File: src/rtl/msrv32_pc_seq.sv
// msrv32_pc_seq: registered program-counter / fetch-address sequencer.
// It selects the next fetch address, tracks AHB wait states, holds one
// pending redirect while the bus is stalled and flags misaligned targets.
// Optional feature macro: MSRV32_RVC_EN. When it is defined, targets need
// only 16-bit alignment and the branch_size_in port picks a 2- or 4-byte
// sequential step.
module msrv32_pc_seq #(
  parameter int              XLEN         = 32,
  parameter logic [XLEN-1:0] RESET_VECTOR = '0
) (
  input  logic            clk_in,
  input  logic            rst_in,
  input  logic [1:0]      pc_src_in,
  input  logic [XLEN-1:0] epc_in,
  input  logic [XLEN-1:0] trap_address_in,
  input  logic            branch_taken_in,
  input  logic [XLEN-1:0] i_addr_in,
  input  logic            ahb_ready_in,
`ifdef MSRV32_RVC_EN
  input  logic            branch_size_in,
`endif
  output logic [XLEN-1:0] pc_mux_out,
  output logic [XLEN-1:0] i_addr_out,
  output logic            i_valid_out,
  output logic [XLEN-1:0] pc_out,
  output logic [XLEN-1:0] pc_plus_4_out,
  output logic            misaligned_instr_logic_out,
  output logic            redirect_pending_out
);

  localparam logic [1:0] SRC_BOOT = 2'b00;
  localparam logic [1:0] SRC_EPC  = 2'b01;
  localparam logic [1:0] SRC_TRAP = 2'b10;
  localparam logic [1:0] SRC_OP   = 2'b11;

  // Branch targets always have bit 0 cleared.
  localparam logic [XLEN-1:0] LSB_MASK = {{(XLEN-1){1'b1}}, 1'b0};
  localparam logic [XLEN-1:0] STEP_4   = XLEN'(4);

  typedef enum logic [1:0] {
    ST_RESET = 2'd0,
    ST_RUN   = 2'd1,
    ST_HOLD  = 2'd2
  } state_t;

  state_t          state_q, state_d;
  logic [XLEN-1:0] i_addr_q, i_addr_d;
  logic [XLEN-1:0] pc_q, pc_d;
  logic            valid_q, valid_d;
  logic            mis_q, mis_d;
  logic            pend_q, pend_d;
  logic [XLEN-1:0] hold_q, hold_d;
  logic            hold_trap_q, hold_trap_d;

  logic [XLEN-1:0] step;
  logic [XLEN-1:0] branch_target;
  logic            redirect;
  logic            is_trap;
  logic            misaligned;

  // Sequential step size: compressed instructions advance by 2 when enabled.
`ifdef MSRV32_RVC_EN
  always_comb begin
    step = branch_size_in ? XLEN'(2) : STEP_4;
  end
`else
  always_comb begin
    step = STEP_4;
  end
`endif

  assign branch_target = i_addr_in & LSB_MASK;
  assign redirect      = (pc_src_in != SRC_OP) | branch_taken_in;
  assign is_trap       = (pc_src_in == SRC_TRAP);

  // Only a taken branch in operating mode can produce a misaligned target.
`ifdef MSRV32_RVC_EN
  assign misaligned = 1'b0;
`else
  assign misaligned = (pc_src_in == SRC_OP) & branch_taken_in & i_addr_in[1];
`endif

  // Combinational next-address select; additions wrap naturally at XLEN bits.
  always_comb begin
    pc_mux_out = i_addr_q + step;
    unique case (pc_src_in)
      SRC_BOOT: pc_mux_out = RESET_VECTOR;
      SRC_EPC:  pc_mux_out = epc_in;
      SRC_TRAP: pc_mux_out = trap_address_in;
      SRC_OP:   pc_mux_out = branch_taken_in ? branch_target : (i_addr_q + step);
      default:  pc_mux_out = RESET_VECTOR;
    endcase
  end

  // Next-state and register-update logic for the fetch sequencer.
  always_comb begin
    state_d     = state_q;
    i_addr_d    = i_addr_q;
    pc_d        = pc_q;
    valid_d     = valid_q;
    mis_d       = 1'b0;
    pend_d      = pend_q;
    hold_d      = hold_q;
    hold_trap_d = hold_trap_q;

    unique case (state_q)
      ST_RESET: begin
        state_d = ST_RUN;
        valid_d = 1'b1;
      end

      ST_RUN: begin
        if (misaligned) begin
          // The flag is a one-cycle pulse; the core answers with a trap.
          mis_d = ~mis_q;
        end else if (ahb_ready_in) begin
          pc_d     = i_addr_q;
          i_addr_d = pc_mux_out;
        end else if (redirect) begin
          hold_d      = pc_mux_out;
          hold_trap_d = is_trap;
          pend_d      = 1'b1;
          state_d     = ST_HOLD;
        end
      end

      ST_HOLD: begin
        if (ahb_ready_in) begin
          // A trap arriving on the release cycle beats whatever was held.
          pc_d        = i_addr_q;
          i_addr_d    = is_trap ? trap_address_in : hold_q;
          pend_d      = 1'b0;
          hold_trap_d = 1'b0;
          state_d     = ST_RUN;
        end else if (misaligned) begin
          mis_d = ~mis_q;
        end else if (redirect && (!hold_trap_q || is_trap)) begin
          // A held trap can only be replaced by another trap.
          hold_d      = pc_mux_out;
          hold_trap_d = is_trap;
        end
      end

      default: begin
        state_d = ST_RESET;
      end
    endcase
  end

  // State registers with synchronous reset; reset also drops any held redirect.
  always_ff @(posedge clk_in) begin
    if (rst_in) begin
      state_q     <= ST_RESET;
      i_addr_q    <= RESET_VECTOR;
      pc_q        <= RESET_VECTOR;
      valid_q     <= 1'b0;
      mis_q       <= 1'b0;
      pend_q      <= 1'b0;
      hold_q      <= '0;
      hold_trap_q <= 1'b0;
    end else begin
      state_q     <= state_d;
      i_addr_q    <= i_addr_d;
      pc_q        <= pc_d;
      valid_q     <= valid_d;
      mis_q       <= mis_d;
      pend_q      <= pend_d;
      hold_q      <= hold_d;
      hold_trap_q <= hold_trap_d;
    end
  end

  assign i_addr_out                 = i_addr_q;
  assign pc_out                     = pc_q;
  assign pc_plus_4_out              = pc_q + step;
  assign i_valid_out                = valid_q;
  assign misaligned_instr_logic_out = mis_q;
  assign redirect_pending_out       = pend_q;

endmodule
File: config.mk
export PLATFORM = sky130hd
export DESIGN_NAME = msrv32_pc_seq
export DESIGN_NICKNAME = d
export VERILOG_FILES = /design/src/rtl/msrv32_pc_seq.sv
export SDC_FILE = /design/constraint.sdc
export NUM_CORES = 1
export LEC_CHECK = 0
export CAP_MARGIN = 10
export CORE_ASPECT_RATIO = 1.2
export CORE_UTILIZATION = 50
export CTS_CLUSTER_SIZE = 8
export DETAILED_ROUTE_END_ITERATION = 10
export PLACE_DENSITY = 0.94
export SLEW_MARGIN = 5
export SYNTH_ARGS = -nofsm -noshare
export SYNTH_HDL_FRONTEND = slang
export SYNTH_SLANG_ARGS = --single-unit
File: constraint.sdc
create_clock -name clk_in -period 5.8 [get_ports clk_in]
set_input_delay 0.58 -clock clk_in [delete_from_list [all_inputs] [get_ports clk_in]]
set_output_delay 0.58 -clock clk_in [all_outputs]
set_load 0.005 [all_outputs]
After elaboration in Yosys (flattened, before gate mapping)
Cells that the tools add are included.
{ "totals": {"ff_bits": 102, "in_bits": 102, "out_inout_bits": 131, "wordCells": 79} }
{ "classes": {"add_sub_neg": 2, "eq_ne": 16, "n_mux": 37, "bitwise_logic": 4, "n_reduce_logical": 12} }
{ "ops": {"columns": ["cell", "n"], "rows": [
  ["2-to-1 mux 32 bit", 13],
  ["one-hot mux 32 bit (2 select lines)", 3],
  ["one-hot mux 32 bit (4 select lines)", 1],
  ["adder 32 x 3 -> 32 bit (second input constant)", 2],
  ["inequality test 2 bit (second input constant)", 9],
  ["2-to-1 mux 1 bit", 12],
  ["2-to-1 mux 2 bit", 4],
  ["AND reduction 4 bit", 2],
  ["AND reduction 7 bit", 1],
  ["== test 2 bit (second input constant)", 3],
  ["inequality test 3 bit (second input constant)", 2],
  ["one-hot mux 1 bit (2 select lines)", 3],
  ["one-hot mux 2 bit (3 select lines)", 1],
  ["AND reduction 6 bit", 1],
  ["AND reduction 5 bit", 1],
  ["== test 2 x 1 -> 1 bit (second input constant)", 2],
  ["zero test 2 bit", 2],
  ["bitwise AND 1 bit", 2],
  ["AND reduction 2 bit", 1],
  ["nonzero test 2 bit", 1],
  ["logical AND 1 bit", 1],
  ["zero test 1 bit", 1],
  ["logical OR 1 bit", 1],
  ["inverter 1 bit", 1],
  ["OR 1 bit", 1]
]} }

Longest topological paths before layout
{ "depth": {"word_depth": 7, "ltp_mapped": 10} }

Least setup slack after synthesis
OpenSTA, ideal clock, no wires.
{ "synth_path": {"kind": "in2out", "startpoint": "input port branch_taken_in", "endpoint": "output port pc_mux_out[22]", "t_arrival_ns": 1.899, "t_required_ns": 5.220, "setup_slack_ns": 3.321, "cell_stages": 8, "path_cell_list": "clkbuf_1 and3b_1 clkbuf_1 clkbuf_1 a32oi_1 o221ai_1 nor2_1 inv_1"} }
{ "synth_between": {"elab_chain_cells": 2} }
{ "synth_lines": {"columns": ["item", "line", "text"], "rows": [
  ["start, declared", "16", "input logic branch_taken_in,"],
  ["2-to-1 mux 32 bit", "90", "SRC_OP: pc_mux_out = branch_taken_in ? branch_target : (i_addr_q + step);"],
  ["one-hot mux 32 bit (4 select lines)", "86", "unique case (pc_src_in)"],
  ["end, declared", "22", "output logic [XLEN-1:0] pc_mux_out,"]
]} }
Every way passes these cells.

Final worst setup path
{ "layout_path": {"startpoint": "input port branch_taken_in", "endpoint": "output port pc_mux_out[23]"} }
The elaborated chain is that of the path after synthesis.

==> metrics.txt <==
status finished, final reports clean; std cell rows 45; period utilisation layout 73.7%; port bufs roughly 230; Synth area leaders dfxtp_1, nand2_1, a21oi_1; DP Worst Slack approximately 1600 ps; clk_skew ~11 ps; DR pass1 iterations 6; Post-synth ARST share 0%; Worst-Margin Slew 1200 ps; Worst R2R Setup Slack 2770 ps; Worst-path clk slew 70 ps; final wirelength around 24000 um; HP Start misaligned_instr_logic_out$_SDFF_PP0_; die area between 10000 and 15000 sq um; Total Nets Final 1174; slew margin rel. 20.1%; TNS Setup 0 ps; final setup vio count 0; worst min path class flip-flop to flip-flop; Avg WL per Cell 19.1 um; initial core utilization around half; GPL Wtd Cong 0.943; Setup crit end kind output port; non-filler instance count after layout 1236; CTS tree yes; f_max approximately 230 MHz; Max-cap violations 0; RSZ-0062 raised after global routing no; Core Box Area 12700 sq um; Antenna diodes 0; Worst IR Drop VDD 0.000162 V; Seq/Total Area, Yosys 31.2%; number of I/O pins 233; Die X 106 um; Remaining DRCs 0; required time of the critical path about 5200 ps; DPL Wire Length 17000 um; detail-routed via count per cell 6.35; overall via count from detail_route 7854; Final Power 2540 uW; synthesized cell area about 6500 sq um; initial DRC count 1050; deepest clock path buffer count 2; initial antenna violation count 0; Setup Fix Bufs, Post-CTS 0; top-area cell type share of the netlist area 31.2%; CTS H-tree lvls 3; pin count of the biggest net entering global routing 84; CTS sink count 102; leakage power ~0.0032 uW; layout cell share with drive strength beyond 1 4.29%; Clk Latency, worst-skew pair about 350 ps; total track usage 33.6%; Syn Nets 999; Commonest cells post-synth nand2_1, dfxtp_1, a21oi_1; Synth cell types 60; CP max FO 18; syn_area_per_cell 7.33 sq um; Setup crit start branch_taken_in; Final WS setup 1530 ps; final max-slew violation count 0; crit path DAT 3690 ps; CTS Buf Count 9; Synth warnings 0; vias in the first global route 6952; first-pass GRT wire length approximately 36000 um; R2R Path Start state_q[0]$_SDFFE_PP0P_; Critical Path End pc_mux_out[23]; cell taking the most area after synthesis dfxtp_1; gr ovfl total 0; Synth Instances 892; die height 127 um; min cycle time layout 4270 ps; final hold violation count 0; Crit Path Class input port to output port; Final ANT Viol Nets 0; Layout area overhead 39.9%; Post-CTS Resized 0; PwrDens 277 nW/um^2; synthesized flop and latch total 102; worst r2r dst hold_q[13]$_SDFFE_PP0P_; post-cts hold buffer count 0; EDFF count, synth 0; Main synth FF type dfxtp_1; top-count cell post-synth nand2_1; clk root buf clkbuf_16; critical path launch point type input port; Placed Cells 1220; Reg2Reg Depth 8
-- placed cells by master, fill, tap and decap left out, types with 4 or more instances in the layout --
cell             Yosys  final
nand3_1             52     52
xnor2_1             28     28
a22oi_1             13     13
or4_1                6      6
nand2_1            149    149
nor2_1              59     57
clkdlybuf4s50_1      0    230
o211ai_1             9      9
nor4_1               9      9
o31a_1               5      4
nand2b_1             7      7
a32o_1               4      4
a31oi_1              8      8
a21oi_1             75     75
xor2_1              11     11
clkbuf_16            0      9
nand4_1             17     17
a2111oi_0            5      5
a221oi_1             6      6
buf_4                2     13
a22o_1              18     18
mux2i_1             17     17
a311oi_1             6      6
and3_1               4      4
and2_1               9      9
o211a_1              4      4
a211oi_1            29     29
dfxtp_1            102    102
a21boi_0             4      4
and4_1              12     12
o21ai_0             34     34
inv_1               32     32
o221ai_1             5      4
ha_1                 5      4
nor3_1              19     19
or3_1                5      5
-- registers in the layout, summed over array words and instances, names as in the netlist --
| name | flops |
|---|---|
| hold_q | 32 |
| hold_trap_q | 1 |
| i_addr_out | 32 |
| i_valid_out | 1 |
| misaligned_instr_logic_out | 1 |
| pc_out | 32 |
| redirect_pending_out | 1 |
| state_q | 2 |
-- per-stage QoR --
step / utilization, % / hold slack [ps] / area (sq um)
floorplan: - / 420 / 6540
global placement: 69.5 / 414 / 8850
detailed placement: 69.5 / 413 / 8850
CTS: 71.9 / 423 / 9150
global route: 71.9 / 449 / 9150
finish: 71.9 / 427 / 9150
-- layout make-up --
| class | instances | area, sq um |
|---|---|---|
| timing repair buffer | 244 | 2400 |
| tap | 164 | 205 |
| inverter | 33 | 124 |
| clock buffer | 10 | 239 |
| multi-input combinational | 677 | 4070 |
| clock inverter | 6 | 67.6 |
| sequential | 102 | 2040 |
| fill | 1016 | 3570 |
-- report_power, final --
part | switching (uW) | total, uW | internal [uW]
clock | 278 | 627 | 349
sequential | 156 | 974 | 818
combinational | 504 | 935 | 431
-- worst min path at each step --
stage                                                        to  slack, ps  cells after the start
after floorplan           misaligned_instr_logic_out$_SDFF_PP0_        420                      1
after global placement    misaligned_instr_logic_out$_SDFF_PP0_        410                      1
after detailed placement  misaligned_instr_logic_out$_SDFF_PP0_        410                      1
after CTS                 misaligned_instr_logic_out$_SDFF_PP0_        420                      1
after global routing      misaligned_instr_logic_out$_SDFF_PP0_        450                      1
final                     misaligned_instr_logic_out$_SDFF_PP0_        430                      1
-- routing by layer --
layer | track usage (%) | vias up | share of wire [%]
met5 | 0 | - | 0
met4 | 21.9 | 0 | 6.2
met3 | 5.56 | 139 | 9.6
met2 | 54.6 | 557 | 47
met1 | 41.1 | 3559 | 37
li1 | - | 3599 | -
-- critical path, cell delays in order --
cell,delay [ps]
clkdlybuf4s50_1,710
nand3b_1,770
or4_1,720
o211ai_1,220
nor2_1,120
inv_1,70
clkdlybuf4s50_1,490
-- kinds of logic (layout without fill, tap and decap cells) --
| group | after synthesis | in the layout | share of synthesized area, % |
|---|---|---|---|
| AOI/OAI and AO/OA | 248 | 248 | 25.9 |
| xor gates and xnor gates | 39 | 39 | 5.22 |
| adders and majority gates | 5 | 5 | 0.957 |
| buffers and inverters | 113 | 293 | 6.98 |
| DFF | 102 | 102 | 31.2 |
| muxes | 17 | 17 | 2.60 |
| and+or+nand+nor | 368 | 368 | 27.1 |
Power figures use the tool's default switching activity.
